## config.mk

```make
export PLATFORM = sky130hd
export DESIGN_NAME = column_shift_scheduler
export DESIGN_NICKNAME = d
export VERILOG_FILES = /design/src/rtl/column_shift_scheduler.sv
export SDC_FILE = /design/constraint.sdc
export NUM_CORES = 1
export LEC_CHECK = 0
export BUFFER_PORTS_ARGS = -buffer_cell sky130_fd_sc_hd__buf_2
export CORE_ASPECT_RATIO = 1.25
export CORE_MARGIN = 3
export CORE_UTILIZATION = 50
export CTS_CLUSTER_SIZE = 30
export DETAILED_ROUTE_END_ITERATION = 6
export HOLD_SLACK_MARGIN = 0.1
export PLACE_DENSITY_LB_ADDON = 0.25
export REMOVE_ABC_BUFFERS = 1
export SYNTH_ARGS = -nofsm -noshare
export SYNTH_HDL_FRONTEND = slang
export SYNTH_SLANG_ARGS = --single-unit
```

## constraint.sdc

```tcl
create_clock -name Clk -period 2.7 [get_ports Clk]
set_input_delay 0.27 -clock Clk [delete_from_list [all_inputs] [get_ports Clk]]
set_output_delay 0.27 -clock Clk [all_outputs]
set_load 0.01 [all_outputs]
```

## src/rtl/column_shift_scheduler.sv

```systemverilog
`default_nettype none
// ============================================================================
// Module  : column_shift_scheduler
// Brief   : Double-buffered column-shift key sequencer; one key byte per
//           column block, emitted one cycle after each accepted pixel.
// Revision: 1.0 - initial release
// ============================================================================
module column_shift_scheduler #(
  parameter int NUM_BLOCKS = 10,
  parameter int BLOCK_W    = 64,
  parameter int H_ACTIVE   = 640
) (
  input  logic        Clk,
  input  logic        Reset_n,
  input  logic [79:0] column_shift,
  input  logic        key_load,
  input  logic        enable,
  input  logic        frame_start,
  input  logic        line_start,
  input  logic        pixel_valid,
  output logic [7:0]  shift_amt,
  output logic        shift_valid,
  output logic [3:0]  block_idx,
  output logic        key_pending,
  output logic        line_overrun
);

  localparam int c_PIX_W    = (BLOCK_W > 1) ? $clog2(BLOCK_W) : 1;
  localparam int c_BLK_LAST = (H_ACTIVE / BLOCK_W) - 1;

  typedef enum logic [1:0] {
    WAIT_FRAME = 2'd0,
    WAIT_LINE  = 2'd1,
    ACTIVE     = 2'd2
  } state_t;

  state_t             r_state;
  logic [79:0]        r_stage_key;
  logic [79:0]        r_active_key;
  logic [c_PIX_W-1:0] r_pix_cnt;
  logic [3:0]         r_blk_cnt;
  logic               r_line_done;
  logic [7:0]         w_key_byte [NUM_BLOCKS];

  for (genvar b = 0; b < NUM_BLOCKS; b++) begin : g_key_bytes
    assign w_key_byte[b] = r_active_key[8*b +: 8];
  end

  always_ff @(posedge Clk or negedge Reset_n) begin
    if (!Reset_n) begin
      r_state      <= WAIT_FRAME;
      r_stage_key  <= '0;
      r_active_key <= '0;
      key_pending  <= 1'b0;
      r_pix_cnt    <= '0;
      r_blk_cnt    <= '0;
      r_line_done  <= 1'b0;
      shift_amt    <= '0;
      shift_valid  <= 1'b0;
      block_idx    <= '0;
      line_overrun <= 1'b0;
    end else begin
      shift_valid  <= 1'b0;
      line_overrun <= 1'b0;

      // A load coinciding with the frame boundary bypasses staging entirely.
      if (key_load && frame_start) begin
        r_stage_key  <= column_shift;
        r_active_key <= column_shift;
        key_pending  <= 1'b0;
      end else if (key_load) begin
        r_stage_key <= column_shift;
        key_pending <= 1'b1;
      end else if (frame_start && key_pending) begin
        r_active_key <= r_stage_key;
        key_pending  <= 1'b0;
      end

      if (frame_start) begin
        r_state     <= WAIT_LINE;
        r_pix_cnt   <= '0;
        r_blk_cnt   <= '0;
        r_line_done <= 1'b0;
      end else begin
        case (r_state)
          WAIT_FRAME: ;
          WAIT_LINE: begin
            if (line_start) begin
              r_state     <= ACTIVE;
              r_pix_cnt   <= '0;
              r_blk_cnt   <= '0;
              r_line_done <= 1'b0;
            end else if (pixel_valid && r_line_done) begin
              line_overrun <= 1'b1;
            end
          end
          ACTIVE: begin
            if (line_start) begin
              r_pix_cnt <= '0;
              r_blk_cnt <= '0;
            end else if (pixel_valid) begin
              shift_valid <= 1'b1;
              block_idx   <= r_blk_cnt;
              shift_amt   <= enable ? w_key_byte[r_blk_cnt] : 8'h00;
              if (r_pix_cnt == c_PIX_W'(BLOCK_W - 1)) begin
                r_pix_cnt <= '0;
                if (r_blk_cnt == 4'(c_BLK_LAST)) begin
                  r_state     <= WAIT_LINE;
                  r_blk_cnt   <= '0;
                  r_line_done <= 1'b1;
                end else begin
                  r_blk_cnt <= r_blk_cnt + 4'd1;
                end
              end else begin
                r_pix_cnt <= r_pix_cnt + 1'b1;
              end
            end
          end
          default: r_state <= WAIT_FRAME;
        endcase
      end
    end
  end

endmodule
`default_nettype wire

```

==> results.yml <==
detailed_routing:
  firstDrtPassIters: 4
  drt-total-wl_um: 16200
  wl_per_cell_um: 17.7
  vias: 4911
  ant_nets: 0
  vias_per_cell: 5.36
  drt_iter0_markers: 175
  drc_errors: 0
placement:
  port_buffers: 101
  place_ws_ps: 613
  hpwl_um: 10500
  dp.cells: 812
  gp_congestion: 0.831
hold_path:
  hold_end: "r_stage_key[32]"
  hold_start: "column_shift[32]"
  hold_depth: 2
  hold_class: "in -> reg"
sta:
  final_max_slew_viol_count: 0
  hold_viol: 0
  tightest_slew_ps: 740
  clock.fmax_ghz: 0.469
  fin_skew_ps: 9.57
  rsz0062_at_grt: "no"
  max_slew_margin_pct: 50.3
  setup_viol: 0
  fin_setup_tns_ps: 0
  fin_crit_ps: 2130
  period_share_pct: 79.0
  setup_ws_ps: 567
clocking:
  clock_path_buffers: 2
  cts_buffers: 17
  cts_setup_buffers: 0
  root_buffer: "clkbuf_16"
  cts_tree: "built"
  cts.sinks: 188
  cts_resized: 0
  cts.clk_slew.worst_paths_ps: 70
  htreeDepth: 4
  insertion_delay_ps: 430
global_routing:
  grt_start_max_net_pins: 81
  grtUsageTotal_pct: 20.0
  grt_overflow: 0
  antenna_found_initial: 0
  grt_pass1_vias: 5388
  grt_first_pass_wirelength_um: 27300
run:
  cap_violations: 0
yosys:
  syn_avg_cell_area_um2: 15.0
  syn_area_um2: 7910
  async_flop_share_pct: 100
  ys_seq_area_share_pct: 59.5
  ys_types: 48
  synth_edf_count: 0
  synth-seq-cells: 188
  synthCells: 526
  yosys_most_used_dff: "dfrtp_1"
  ys_warn_count: 0
pwr:
  switchingPower_mw: 1.57
  p_int_mw: 5.17
  power.leakage_nw: 4.36
  pwr-share-comb_pct: 12.9
  swShare_pct: 23.2
  ir_worst_vdd_mv: 0.493
  total_power_mw: 6.74
  seqPwrFrac_pct: 49.8
  p_per_area_nw_per_um2: 677
  power_frac_clock_pct: 37.3
cells_and_area:
  stdcell_count: 916
  nets: 785
  drive_above_1_share_pct: 46.6
  final_core_util_pct: 65.2
  fill_cells: 1163
  diodes: 0
  syn2layout_area_growth_pct: 25.9
worst_setup_path:
  end_kind: "register"
  r2r_setup_slack_ps: 570
  reg2regPathDepth: 4
  startpoint_type: "register"
  crit_start: "r_blk_cnt[1]"
  worstPathMaxFanout: 13
  cp_slowest_cell: "nand4bb_1"
  timing.rr.end: "shift_amt[0]"
  worst-endpoint-arrival_ps: 2480
  path_cells: "nand4bb_1 > nor4_1 > a21oi_1 > o211ai_1"
  slowest_delay_ps: 630
  timing.critical_path.required_ps: 3050
  path_class: "reg -> reg"
  rr_startpoint: "r_blk_cnt[1]"
floorplan:
  die_area_um2: 17400
  start_util_pct: 51.8
  ios: 102
  fp-row-count: 50
  core_region_area_um2: 15300
  die_height_um: 147
  die_w_um: 118
run_status:
  outcome: "complete, no violations"
==> cells in the mapped netlist (3+ instances only) <==
library cell,number,area [um^2]
dfrtp_1,188,4700
mux2_2,161,1810
nand2_1,23,86.3
buf_2,19,95.1
mux4_2,16,360
a21oi_1,10,50.1
inv_1,10,37.5
o211ai_1,10,75.1
o21ai_0,10,50.1
mux2i_1,9,90.1
nor4_1,9,56.3
clkbuf_1,6,22.5
nor2_1,5,18.8
and3_1,3,18.8
buf_4,3,22.5
buf_6,3,33.8
ha_1,3,37.5
==> layer usage <==
| layer | vias to the layer above | part of all wire [%] | wire length [um] | GRT usage (%) |
|---|---|---|---|---|
| met2 | 83 | 53 | 8530 | 34.3 |
| met1 | 2555 | 42 | 6860 | 25.5 |
| met3 | 22 | 3.0 | 479 | 3.84 |
| li1 | 2251 | - | - | - |
| met4 | 0 | 2.1 | 339 | 6.90 |
| met5 | - | 0 | 0 | 0 |
==> placed cells by master, fill, tap and decap left out, drive strengths merged, types with 2 or more instances in the layout <==
cell type and n:
and3 3, o41ai 2, nand2 24, a22o 2
nand2b 3, mux2 161, a211o 2, o211ai 10
dfrtp 188, nor3 3, a21oi 11, ha 3
nor4 10, o21ai 11, inv 13, clkinvlp 5
clkinv 4, or2 2, and2 2, clkbuf 19
nor2b 2, dlygate4sd3 72, buf 108, mux2i 9
bufinv 3, nand3 2, mux4 16, nor2 5
==> cell type report <==
| type | instances | area (um^2) | area share, % |
|---|---|---|---|
| flip-flops and latches | 188 | 4710 | 47.3 |
| multi-input cells | 296 | 3000 | 30.1 |
| repair buffers | 181 | 1350 | 13.5 |
| clock buffers | 18 | 429 | 4.31 |
| well taps | 208 | 260 | 2.62 |
| clock inverters | 14 | 169 | 1.70 |
| inverters | 11 | 41.3 | 0.415 |
==> sequential cells by signal, summed over array words and instances (netlist names) <==
signal        flops
r_blk_cnt         4
key_pending       1
line_overrun      1
r_pix_cnt         6
block_idx         4
r_state           2
shift_valid       1
r_active_key     80
r_line_done       1
shift_amt         8
r_stage_key      80
==> stage by stage <==
stage,hold slack [ps],instance area (um^2)
after detailed placement,332,8630
after global placement,326,8630
after global routing,103,9950
after CTS,100,9950
final,105,9950
after floorplan,-25.6,7730
==> critical path: cells and delay by family, from the launching register on <==
kind,cells,cell delay [ps]
DFF,1,610
and+or+nand+nor,2,1240
AOI/OAI and AO/OA,2,200
==> how the worst max path moves through the flow <==
stage,cells past startpoint,to
floorplan,2,r_active_key[0]
global placement,4,shift_amt[0]
detailed placement,4,shift_amt[0]
CTS,4,shift_amt[0]
global route,4,shift_amt[2]
finish,4,shift_amt[0]
==> cell families after synthesis <==
family	Yosys count	share of synthesized area, %
AO/OA/AOI/OAI	42	3.67
AND/OR/NAND/NOR	65	5.02
multiplexers	186	28.6
adder cells (fa/ha/maj)	3	0.475
buffers and inverters	42	2.72
flip-flops	188	59.5
==> repair_timing <==
item	CTS	global route
endpoints found under the hold margin	145	0
hold buffers	72	0
setup endpoints to repair	0	0
==> power groups by stage <==
stage          Clock [mW]  Sequential [mW]  Combinational (mW)
2_1_floorplan           0             3.34               0.545
3_3_place_gp            0             3.39               0.765
3_5_place_dp            0             3.41               0.799
4_1_cts              2.56             3.36               0.887
5_1_grt              2.69             3.40               0.958
6_report             2.51             3.36               0.868
No activity file was read; power rests on OpenSTA's default activity.
